$ cat config.mk
export PLATFORM = sky130hd
export DESIGN_NAME = fpu_seq_ctrl
export DESIGN_NICKNAME = d
export VERILOG_FILES = /design/src/rtl/fpu_seq_ctrl.sv
export SDC_FILE = /design/constraint.sdc
export NUM_CORES = 1
export LEC_CHECK = 0
export CAP_MARGIN = 0
export CORE_ASPECT_RATIO = 1.5
export CORE_MARGIN = 2
export CORE_UTILIZATION = 43
export CTS_BUF_LIST = sky130_fd_sc_hd__clkbuf_4 sky130_fd_sc_hd__clkbuf_8
export CTS_CLUSTER_SIZE = 16
export DETAILED_ROUTE_END_ITERATION = 6
export GPL_ROUTABILITY_DRIVEN = 0
export PLACE_DENSITY = 0.82
export SLEW_MARGIN = 20
export SYNTH_ARGS = -nofsm -noshare
export SYNTH_HDL_FRONTEND = slang
export SYNTH_SLANG_ARGS = --single-unit
$ cat constraint.sdc
create_clock -name clk -period 1.5 [get_ports clk]
set_input_delay 0.375 -clock clk [delete_from_list [all_inputs] [get_ports clk]]
set_output_delay 0.375 -clock clk [all_outputs]
set_load 0.05 [all_outputs]
$ cat src/rtl/fpu_seq_ctrl.sv
// fpu_seq_ctrl: issue/sequencing controller for the multi-cycle FPU.
// Accepts one decoded F-type op at a time, counts its latency and pulses writeback.
// Also generates the decode-stage stall for a busy FPU and for RAW hazards
// against the pending FP destination.
//
// Ports:
//   clk, reset_n        clock (rising edge), asynchronous active-low reset
//   issue_valid         decode holds an F-type op (fpu_control/fp_regwrite/fp_dst/src_a/src_b)
//   use_valid, use_reg  non-FPU instruction in decode reads FP register use_reg
//   flush               decode-stage flush, blocks acceptance this cycle
//   fpu_start           one-cycle start pulse to the datapath (accept cycle)
//   fpu_op              latched op code held during execution
//   stall_d             freeze fetch/decode
//   wb_valid/wb_dst/wb_regwrite  one-cycle writeback strobe and its payload
//   busy                op in flight
//   illegal_op          pulse on an unsupported fpu_control
module fpu_seq_ctrl #(
    parameter int unsigned ADD_LAT = 2,
    parameter int unsigned MUL_LAT = 4,
    parameter int unsigned DIV_LAT = 10,
    parameter int unsigned UN_LAT  = 1
) (
    input  logic       clk,
    input  logic       reset_n,
    input  logic       issue_valid,
    input  logic [3:0] fpu_control,
    input  logic       fp_regwrite,
    input  logic [4:0] fp_dst,
    input  logic [4:0] src_a,
    input  logic [4:0] src_b,
    input  logic       use_valid,
    input  logic [4:0] use_reg,
    input  logic       flush,
    output logic       fpu_start,
    output logic [3:0] fpu_op,
    output logic       stall_d,
    output logic       wb_valid,
    output logic [4:0] wb_dst,
    output logic       wb_regwrite,
    output logic       busy,
    output logic       illegal_op
);

    localparam int unsigned MAX_AM  = (ADD_LAT > MUL_LAT) ? ADD_LAT : MUL_LAT;
    localparam int unsigned MAX_DU  = (DIV_LAT > UN_LAT) ? DIV_LAT : UN_LAT;
    localparam int unsigned MAX_LAT = (MAX_AM > MAX_DU) ? MAX_AM : MAX_DU;
    localparam int unsigned CNT_W   = $clog2(MAX_LAT + 1);

    typedef enum logic [1:0] {
        IDLE = 2'd0,
        EXEC = 2'd1,
        DONE = 2'd2
    } state_t;

    state_t             state_q, state_d;
    logic [CNT_W-1:0]   cnt_q, cnt_d;
    logic [3:0]         op_q;
    logic [4:0]         dst_q;
    logic               rw_q;

    logic               legal;
    logic               in_exec;
    logic               pend_hit;
    logic               accept;
    logic [CNT_W-1:0]   lat;

    // Latency select for the op sitting in decode
    always_comb begin
        lat = CNT_W'(ADD_LAT);
        case (fpu_control)
            4'b0000, 4'b0001: lat = CNT_W'(ADD_LAT);
            4'b0010:          lat = CNT_W'(MUL_LAT);
            4'b0011:          lat = CNT_W'(DIV_LAT);
            4'b0100, 4'b0101: lat = CNT_W'(UN_LAT);
            default:          lat = CNT_W'(ADD_LAT);
        endcase
    end

    // State register
    always_ff @(posedge clk or negedge reset_n) begin
        if (!reset_n) begin
            state_q <= IDLE;
            cnt_q   <= '0;
        end else begin
            state_q <= state_d;
            cnt_q   <= cnt_d;
        end
    end

    // Op latches, loaded only on accept
    always_ff @(posedge clk or negedge reset_n) begin
        if (!reset_n) begin
            op_q  <= 4'b0000;
            dst_q <= 5'd0;
            rw_q  <= 1'b0;
        end else if (accept) begin
            op_q  <= fpu_control;
            dst_q <= fp_dst;
            rw_q  <= fp_regwrite;
        end
    end

    // Next state, hazard detection and outputs
    always_comb begin
        state_d     = state_q;
        cnt_d       = cnt_q;
        legal       = (fpu_control <= 4'd5);
        in_exec     = (state_q == EXEC);
        // RAW only in EXEC: in DONE the register file writes before it is read
        pend_hit    = in_exec & rw_q &
                      ((issue_valid & legal & ((src_a == dst_q) | (src_b == dst_q))) |
                       (use_valid & (use_reg == dst_q)));
        // reset_n gates the input-driven outputs so reset forces them low at once
        accept      = reset_n & issue_valid & ~flush & legal & ~in_exec & ~pend_hit;
        fpu_start   = accept;
        stall_d     = reset_n & ~flush & ((issue_valid & legal & in_exec) | pend_hit);
        illegal_op  = reset_n & issue_valid & ~flush & ~legal;
        wb_valid    = (state_q == DONE);
        busy        = (state_q != IDLE);
        wb_regwrite = wb_valid & rw_q;
        wb_dst      = dst_q;
        fpu_op      = op_q;

        case (state_q)
            IDLE: state_d = IDLE;
            EXEC: begin
                cnt_d = cnt_q - CNT_W'(1);
                if (cnt_q <= CNT_W'(1)) begin
                    state_d = DONE;
                end
            end
            DONE:    state_d = IDLE;
            default: state_d = IDLE;
        endcase

        // A new accept (from IDLE or back-to-back from DONE) overrides the above
        if (accept) begin
            cnt_d   = lat - CNT_W'(1);
            state_d = (lat > CNT_W'(1)) ? EXEC : DONE;
        end
    end

endmodule

-- Word level (Yosys, flattened, before mapping)
Index checks and enable logic that the tools add are counted.
- output and inout bits: 15
- register bits after elaboration: 16
- input bits: 30
- word-level logic and storage cells: 52
- magnitude comparators: 3
- add/subtract/negate cells: 2
- bitwise logic cells: 22
- equality and inequality tests: 10
- muxes and demuxes: 7
- reduce and logical (&&, ||, !) cells: 3
- operator list (operator ; number):
    1-bit AND ; 15
    5-bit == test ; 3
    4-bit one-hot mux with 3 select lines ; 1
    4-bit by 2-bit == test with 1-bit output, second input constant ; 2
    4-bit by 3-bit == test with 1-bit output, second input constant ; 2
    2-bit 2-to-1 mux ; 4
    4-bit 2-to-1 mux ; 2
    4-bit by 1-bit subtractor with 4-bit output, second input constant ; 2
    4-bit by 1-bit greater-than comparator with 1-bit output, second input constant ; 1
    4-bit by 1-bit <= comparator with 1-bit output, second input constant ; 1
    4-bit by 3-bit <= comparator with 1-bit output, second input constant ; 1
    1-bit inverter ; 4
    2-bit nonzero test ; 2
    3-bit by 2-bit != test with 1-bit output, second input constant ; 1
    1-bit bitwise OR ; 3
    2-bit by 1-bit == test with 1-bit output, second input constant ; 1
    2-bit == test, second input constant ; 1
    2-bit OR reduction ; 1

-- Logic depth before layout (Yosys ltp)
Gate-level depths: netlist of run 1.
- depth after elaboration: 8
- mapped depth: 7
- depth with buffers taken out: 6

-- Worst setup path after synthesis of run 1
Ideal clock, no wire load.
- kind: register -> output
- from: register dst_q[3], in the netlist wb_dst[3]
- to: output stall_d
- stages on the path, launching flop included: 4
- setup slack: -1.010 ns
- required time: 1.125 ns
- arrival: 2.135 ns
- path through: dfrtp_1 > xnor2_1 > nand4_1 > o31ai_1
- longest elaborated chain between the ends: 7
- elaborated cells between the ends (all ways): 10
- RTL lines (element ; RTL line ; text):
    start, declared ; 58 ; logic [4:0] dst_q;
    start signal, assigned ; 98 ; dst_q <= fp_dst;
    5-bit == test ; 111 ; ((issue_valid & legal & ((src_a == dst_q) | (src_b == dst_q))) |
    1-bit bitwise OR ; 111 ;
    1-bit AND ; 111 ;
    1-bit bitwise OR (*) ; 111 ;
    1-bit AND (*) ; 110 ; pend_hit = in_exec & rw_q &
    1-bit bitwise OR (*) ; 116 ; stall_d = reset_n & ~flush & ((issue_valid & legal & in_exec) | pend_hit);
    1-bit AND (*) ; 116 ;
    end, declared ; 36 ; output logic stall_d,
Mark *: on every way between the ends. The rest lies on a longest branch, timed or not.

-- Final worst setup path of run 1
Ends and elaborated chain as after synthesis.

==> results, run 1 <==
- The post-layout instance count excluding filler cells is 184.
- The final number of hold-violating endpoints was 0.
- The average wire per cell in the routed design is 24.3 µm.
- Dividing the synthesized area by the synthesized cell count gives 10.8 µm².
- The power consumption is 3.45 mW.
- The xor and xnor fraction of the mapped netlist area is 5.24%.
- Routed signal wires occupy layers up through met4.
- The detailed-placement wirelength estimate is 2620 µm.
- After synthesis, the netlist uses 39 different library cells.
- The clock tree root driver cell is clkbuf_4.
- The area taken by multi-input logic gates is 719 µm².
- At the pin with the least slew margin, the transition time is 325 ps.
- Across all layers, the routed design uses 1113 vias.
- The count of warnings emitted by yosys is 0.
- The x dimension of the die is 43.4 µm.
- The first detailed-routing pass ran for 4 iterations.
- The initial antenna violation count is 0.
- Counting flops with an async set or reset pin after synthesis yields a share of 100%.
- Cell internal power was estimated by the tool at 1.92 mW.
- Timing would allow up to 0.501 GHz.
- The library cell contributing the largest single delay on the critical path is dfrtp_2.
- The critical path capture point type is an output pin.
- In this run the vertical extent of the chip is 63.2 µm.
- The cell area after synthesis is 0.00100 mm².
- The area of the die is 0.00274 mm².
- Synthesis produced a netlist whose cell count is 93.
- In this run the power density over the cells is 1740 mW/mm².
- The remaining number of nets flagged by the antenna check after routing is 0.
- The reported net switching power is 1.53 mW.
- The area share of fa/ha/maj cells after synthesis is 3.74%.
- The startpoint type of the worst setup path is a register.
- Row generation in the floorplan step produced 21 rows.
- In this run, placement finished with an instance count of 171.
- In this run, the clock network consumes 9.0% of the power.
- The number of enable-type register cells in the synthesized netlist is 0.
- The layout has 85 filler cells.
- The data required time of the critical path is 1120 ps.
- The wire length on met2 is 2300 µm.
- The total of flip-flops plus latches after synthesis is 16.
- The clock skew is 7.84 ps.
- The synthesized netlist devotes 12.3% of its cell area to compound gates.
- Relative to the synthesized area, the layout overhead comes to 97.3%.
- The count of input and output buffers is 34.
- Detailed routing placed a total of 288 µm of wire on met3.
- The number of global-route vias before repair came to 1284.
- The count of clock tree sinks is 16.
- The sequential-to-total area share from yosys stat is 39.9%.
- Summed over all layers, the routed wires come to 4460 µm.
- The effective utilization at floorplan is 44.9%.
- The share of total power dissipated in sequential elements is 24.7%.
- The top-level I/O count is 45.
- The worst-case clock buffer depth is 2.
- The max capacitance violation total is 0.
- The checks that failed: setup timing.
- The final clock period utilization by the worst path is 133%.
- Setup repair after global routing could not meet its margin everywhere.
- The total global routing overflow is 0.
- The iteration-0 DRC count of the detailed router is 52.
- After layout, the minimum clock period comes to 2000 ps.
- The total DRC errors in the routed layout is 0.
- Traced cell by cell, the critical path runs through xnor2_2 > nand4_1 > o31ai_4 > buf_12.
- The worst IR drop on VDD is 1.34 mV.
- The multiplexer share of the synthesized area is 11.1%.
- The total of endpoints with negative setup slack in the final report is 6.
- Of the cells placed in the final design, the portion with a size suffix greater than 1 is 62.1%.
- The most used flip-flop cell after synthesis is dfrtp_1.
- The run finished, with violations left.
- The peak fanout along the critical path is 2.
- The deepest level of the CTS H-tree is 1.
- The fraction of power spent switching nets is 44.3%.
- Using the TritonRoute via totals, the vias-per-cell ratio works out to 6.05.
- The worst setup path category is register to output pin.
- TritonCTS built the clock tree.
- The count of final max-slew check failures is 0.
- Entering global routing, the biggest net connects 16 pins.
- Counting the buffers created by CTS gives 3.
- The relative max-transition margin is 78.1%.
- The count of inserted antenna diode cells is 0.
- The post-synthesis net count is 126.
- After floorplanning, the core was sized to cover 0.00223 mm².
- The post-CTS clock slew at the launch and capture registers of the worst setup and hold paths is 110 ps.
- The largest single stage delay on the critical path is 450 ps.
- STA puts the critical path data arrival time at 1620 ps.
- The wire length on met1 is 1570 µm.
- The part of the power in combinational logic is 66.3%.
- The sequential cells in the finished layout cover a total of 408 µm².
- The class of the worst hold path is input port to asynchronous set/reset pin.
- The leakage power summed over all cells is 0.880 nW.
- The final worst slack is -496 ps.
- The clock network latency to the later pin of the worst-skew pair is 300 ps.
- The largest family of logic cells by synthesized area is simple AND/OR/NAND/NOR gates.
- The overall routing resource usage is 34.8%.
- For this run, the post-layout net count is 195.
- Summed over all failing endpoints, the final setup total negative slack is -1030 ps.
- The fraction of the mapped netlist area in simple logic gates is 22.6%.
- The global-route wire length before repair is 6830 µm.
cells in the mapped netlist (2+ instances only):
master	number	area share, %
and2_1	3	1.9
a21oi_1	4	2.0
nor3_1	3	1.5
inv_1	3	1.1
xnor2_1	6	5.2
o41ai_1	3	2.6
dfrtp_1	16	40
nand2_1	4	1.5
nor2_1	4	1.5
nor2b_1	4	2.5
buf_2	3	1.5
or2_2	2	1.2
nand3_1	2	1.0
mux2_4	6	9.0
nand2b_1	2	1.2
nand3b_1	2	1.5
o31ai_1	2	1.5
ha_1	3	3.7
cell families after synthesis:
logic type | count (synthesis)
flip-flops | 16
multiplexers | 8
adder cells (fa/ha/maj) | 3
AO/OA/AOI/OAI | 17
buffers and inverters | 9
XOR/XNOR | 6
AND/OR/NAND/NOR | 34
routing by layer:
metal / global-route usage [%] / vias up
met5: 0 / -
met4: 25.0 / 0
met3: 9.17 / 20
met2: 58.4 / 65
met1: 35.7 / 553
li1: - / 475
per-stage QoR:
stage / worst slack, ps / utilization [%] / hold WS (ps) / instance area (µm²)
after floorplan: -237 / - / 79.4 / 1060
after global placement: -543 / 77.3 / 529 / 1730
after detailed placement: -588 / 77.3 / 546 / 1730
after CTS: -405 / 85.3 / 11.4 / 1900
after global routing: -510 / 88.6 / 11.7 / 1980
final: -496 / 88.6 / 0.536 / 1980
critical path: cells and delay by family (launching register included):
| kind | cells | cell delay, ps |
|---|---|---|
| buffers and inverters | 1 | 170 |
| xor gates and xnor gates | 1 | 140 |
| AOI/OAI and AO/OA | 1 | 320 |
| and+or+nand+nor | 1 | 230 |
| DFF | 1 | 450 |
power by group through the flow:
stage / sequential, mW / clock (mW) / combinational (mW)
2_1_floorplan: 1.12 / 0 / 0.654
3_3_place_gp: 0.786 / 0 / 1.84
3_5_place_dp: 0.812 / 0 / 1.90
4_1_cts: 0.836 / 0.301 / 2.08
5_1_grt: 0.869 / 0.334 / 2.36
6_report: 0.851 / 0.311 / 2.29
state kept, by name, indices dropped and copies added (netlist names):
register	cells
cnt_q	4
fpu_op	4
rw_q	1
state_q	2
wb_dst	5
final timing paths:
path	slack (ps)	startpoint	depth (start not counted)	to
setup / recovery	-500	wb_dst[3]$_DFFE_PN0N_	4	stall_d
hold / removal	0.5	reset_n	2	fpu_op[2]$_DFFE_PN0N_
setup reg to reg	-10	state_q[1]$_DFFE_PN0P_	7	fpu_op[0]$_DFFE_PN0N_
hold reg to reg	590	fpu_op[2]$_DFFE_PN0N_	1	fpu_op[2]$_DFFE_PN0N_
max in group asynchronous	860	reset_n	3	wb_dst[3]$_DFFE_PN0N_
min in group clk	480	fpu_control[1]	3	state_q[1]$_DFFE_PN0P_
layout make-up:
cell class              instances  share of cell area, %
multi-input cells              68                   36.3
inverters                       4                   1.14
flip-flops and latches         16                   20.6
well taps                      23                   1.45
clock buffers                   4                   1.83
repair buffers                 69                   38.6
timing repair:
item,CTS,global route
hold endpoints to repair,2,0
hold buffers,1,0
resized for setup,51,17
endpoints found under the setup margin,21,11
buffers inserted,5,7
pin swaps,10,7
placed cells by master (no fill, tap or decap), types with 2 or more instances in the layout:
cell             netlist  layout
buf_4                  0      26
buf_12                 0      14
dfrtp_1               16      10
buf_6                  1      10
clkdlybuf4s50_1        0       8
mux2_4                 6       7
dfrtp_2                0       6
dlygate4sd2_1          0       5
nand2_2                0       3
inv_1                  3       3
xnor2_2                0       3
xnor2_1                6       3
nor3_1                 3       3
nor2_1                 4       3
clkbuf_4               0       3
nand2b_4               0       2
nand3b_1               2       2
or2_4                  0       2
nor2b_4                0       2
and2_1                 3       2
a21oi_1                4       2
ha_1                   3       2
buf_2                  3       2
Power figures use the tool's default switching activity.
==> run 2: changes to the inputs <==
Settings changed: CORE_MARGIN 2 to 10.
==> run 2 against run 1 <==
The run still ends with setup timing left. Clock-buffer cell count unchanged. Fmax rose by 5.7%. Die area is 71% higher. Setup slack gained 110 ps. Sequential share of layout area up 0.45 points. Via count down 8.8%. Power shrank 3.6%. Utilization is 1.9 points lower. Non-clock buffer count shrank 3. Cell area down 2.1%.
==> results, run 2 (synthesized netlist as in run 1, its figures left out) <==
- The final number of hold-violating endpoints came to 0.
- The effective utilization at floorplan is 44.9%.
- The peak fanout along the critical path is 2.
- The register-to-register setup slack is 0 ps.
- The die outline height is 79.2 µm.
- After routing, the total negative slack on setup checks comes to -984 ps.
- In the routed design, unresolved DRC markers number 0.
- The worst-case IR drop observed on VDD is 1.62 mV.
- The iteration-0 DRC count of the detailed router is 35.
- The initial antenna violation count is 0.
- The footprint of the flip-flops and latches is 408 µm².
- The aggregate routed wire length is 3630 µm.
- The flow ran to the end, but the final reports show violations.
- Setup violations remaining at the end of the flow were counted as 6.
- At the pin with the least slew margin, the transition time is 286 ps.
- The maximum number of pins on one net before global-route repair is 14.
- In this run the remaining antenna-violating nets after routing total 0.
- The worst register-to-register path ends at state_q[1]$_DFFE_PN0P_.
- The maximum frequency from static timing analysis is 0.530 GHz.
- The number of global-route vias before repair is 1122.
- The total number of vias is 1015.
- The flip-flop count of the largest register after layout is 5.
- Data arrives at the worst endpoint at 1510 ps.
- Setup repair after global routing could not meet its margin everywhere.
- Excluding fillers, the count of instances in the completed layout stands at 181.
- The post-CTS clock slew at the launch and capture registers of the worst setup and hold paths is 100 ps.
- TritonCTS built the clock tree.
- The count of inserted antenna diode cells is 0.
- The checks that failed: setup timing.
- The number of detailed-route iterations in the first pass is 4.
- The total global routing overflow is 0.
- The ratio of routed vias to standard cells is 5.61.
- The x dimension of the die is 59.4 µm.
- After routing the design area is 0.00194 mm².
- The critical path capture point type is an output pin.
- The largest single stage delay on the critical path is 430 ps.
- The worst-case clock buffer depth is 2.
- The fraction of the core area covered by cells at the end of the flow is 86.7%.
- Relative to the synthesized area, the layout overhead comes to 93.0%.
- The floorplan step defined a core boundary enclosing 0.00223 mm².
- Setup slack on the critical path of the routed design comes to -388 ps.
- The multi-input combinational cells in the finished layout cover a total of 701 µm².
- The count of final max-slew check failures is 0.
- The fraction of layout cells with a size suffix above 1 is 58.9%.
- The number of standard-cell rows in the floorplan is 21.
- The cell total after placement is 169.
- The fill cell instance count of the final layout is 95.
- The TritonCTS buffer count is 3.
- Global routing used 14.9% of the available tracks across all layers.
- The max capacitance violation total is 0.
- The hold slack is 68.3 ps.
- The top-level I/O count is 45.
- STA classifies the critical path startpoint as a register.
- The data required time of the critical path is 1120 ps.
- In this run the number of H-tree levels came out at 1.
- The count of input and output buffers is 34.
- The post-layout minimum cycle time is 1890 ps.
- In this run the tightest slew margin relative to its limit is 80.8%.
- The clock skew is 0.704 ps.
- For this design, the slowest cell found on the critical path is dfrtp_2.
- The power consumption is 3.32 mW.
- The placed instances occupy a cell area of 0.00171 mm².
- The average wire per cell in the routed design is 20.0 µm.
- The worst setup path category is register to output pin.
- The layout net count is 192.
- In the layout the commonest cells are 23 x buf_4, 14 x buf_12, 10 x dfrtp_1, 8 x buf_6.
- The path depth of the worst reg2reg path is 5.
- Timing analysis after detailed placement gives a worst setup slack of -525 ps.
- Leaving out fill and tap cells, the most frequent cell in the layout is buf_4.
- Power spread over the standard cell area amounts to 1720 mW/mm².
- The class of the worst hold path is input port to asynchronous set/reset pin.
- Once detailed placement completed, the half-perimeter wirelength came to 2490 µm.
- The clock tree root driver cell is clkbuf_4.
- In this run the critical register-to-register path is launched from state_q[1]$_DFFE_PN0P_.
- The signal on the critical path passes through xnor2_2 > nand4_1 > o31ai_4 > buf_12.
- The global-route wire length before repair is 5550 µm.
- The final critical path takes up 126% of the cycle.
- The clock network latency to the later pin of the worst-skew pair is 300 ps.
- The count of clock tree sinks is 16.
- The leakage power summed over all cells is 0.867 nW.
- The area of the die is 0.00471 mm².
==> run 2: changes by cell type in the layout (fill, tap and decap cells not counted), sizes merged <==
cell | before | now
clkdlybuf4s15 | 0 | 1
dlymetal6s2s | 1 | 3
buf | 53 | 50
dlygate4sd2 | 5 | 4
clkdlybuf4s50 | 8 | 7
clkbuf | 5 | 4
==> run 2: layer usage <==
layer	share of wire, %	GRT usage [%]	vias up
met5	0	0	-
met4	2.0	6.22	0
met3	6.1	4.62	8
met2	55	25.8	34
met1	37	15.8	501
li1	-	-	472
==> run 2: worst max path at each step <==
| stage | to | start |
|---|---|---|
| finish | stall_d | wb_dst[3]$_DFFE_PN0N_ |
| global route | stall_d | wb_dst[3]$_DFFE_PN0N_ |
| CTS | stall_d | wb_dst[3]$_DFFE_PN0N_ |
| detailed placement | state_q[1]$_DFFE_PN0P_ | fpu_control[1] |
| global placement | stall_d | reset_n |
| floorplan | stall_d | wb_dst[2]$_DFFE_PN0N_ |
==> run 2: worst max-delay path, delay by kind of cell (launching register included) <==
family                 cells  cell delay, ps
AO/OA/AOI/OAI              1             300
XOR/XNOR                   1             140
buffers and inverters      1             170
flip-flops                 1             430
AND/OR/NAND/NOR            1             170
==> run 2: report_power, final <==
group / leakage [nW] / switching, mW / internal, mW / total (mW)
logic: 0.654 / 1.06 / 1.15 / 2.21
clock network: 0.0210 / 0.149 / 0.148 / 0.297
registers: 0.192 / 0.191 / 0.624 / 0.815
==> run 2: repair_timing <==
item | 4_1_cts | 5_1_grt
hold buffers | 1 | 0
pin swaps | 9 | 10
hold endpoints to repair | 3 | 0
setup buffers | 5 | 5
endpoints found under the setup margin | 19 | 18
gates resized for setup | 46 | 17
==> run 2: cell type report <==
cell class,instances,area share (%)
Timing Repair Buffer,66,38.2
Multi-Input combinational cell,68,36.2
Sequential cell,16,21.1
Clock buffer,4,1.87
Tap cell,23,1.49
Inverter,4,1.16
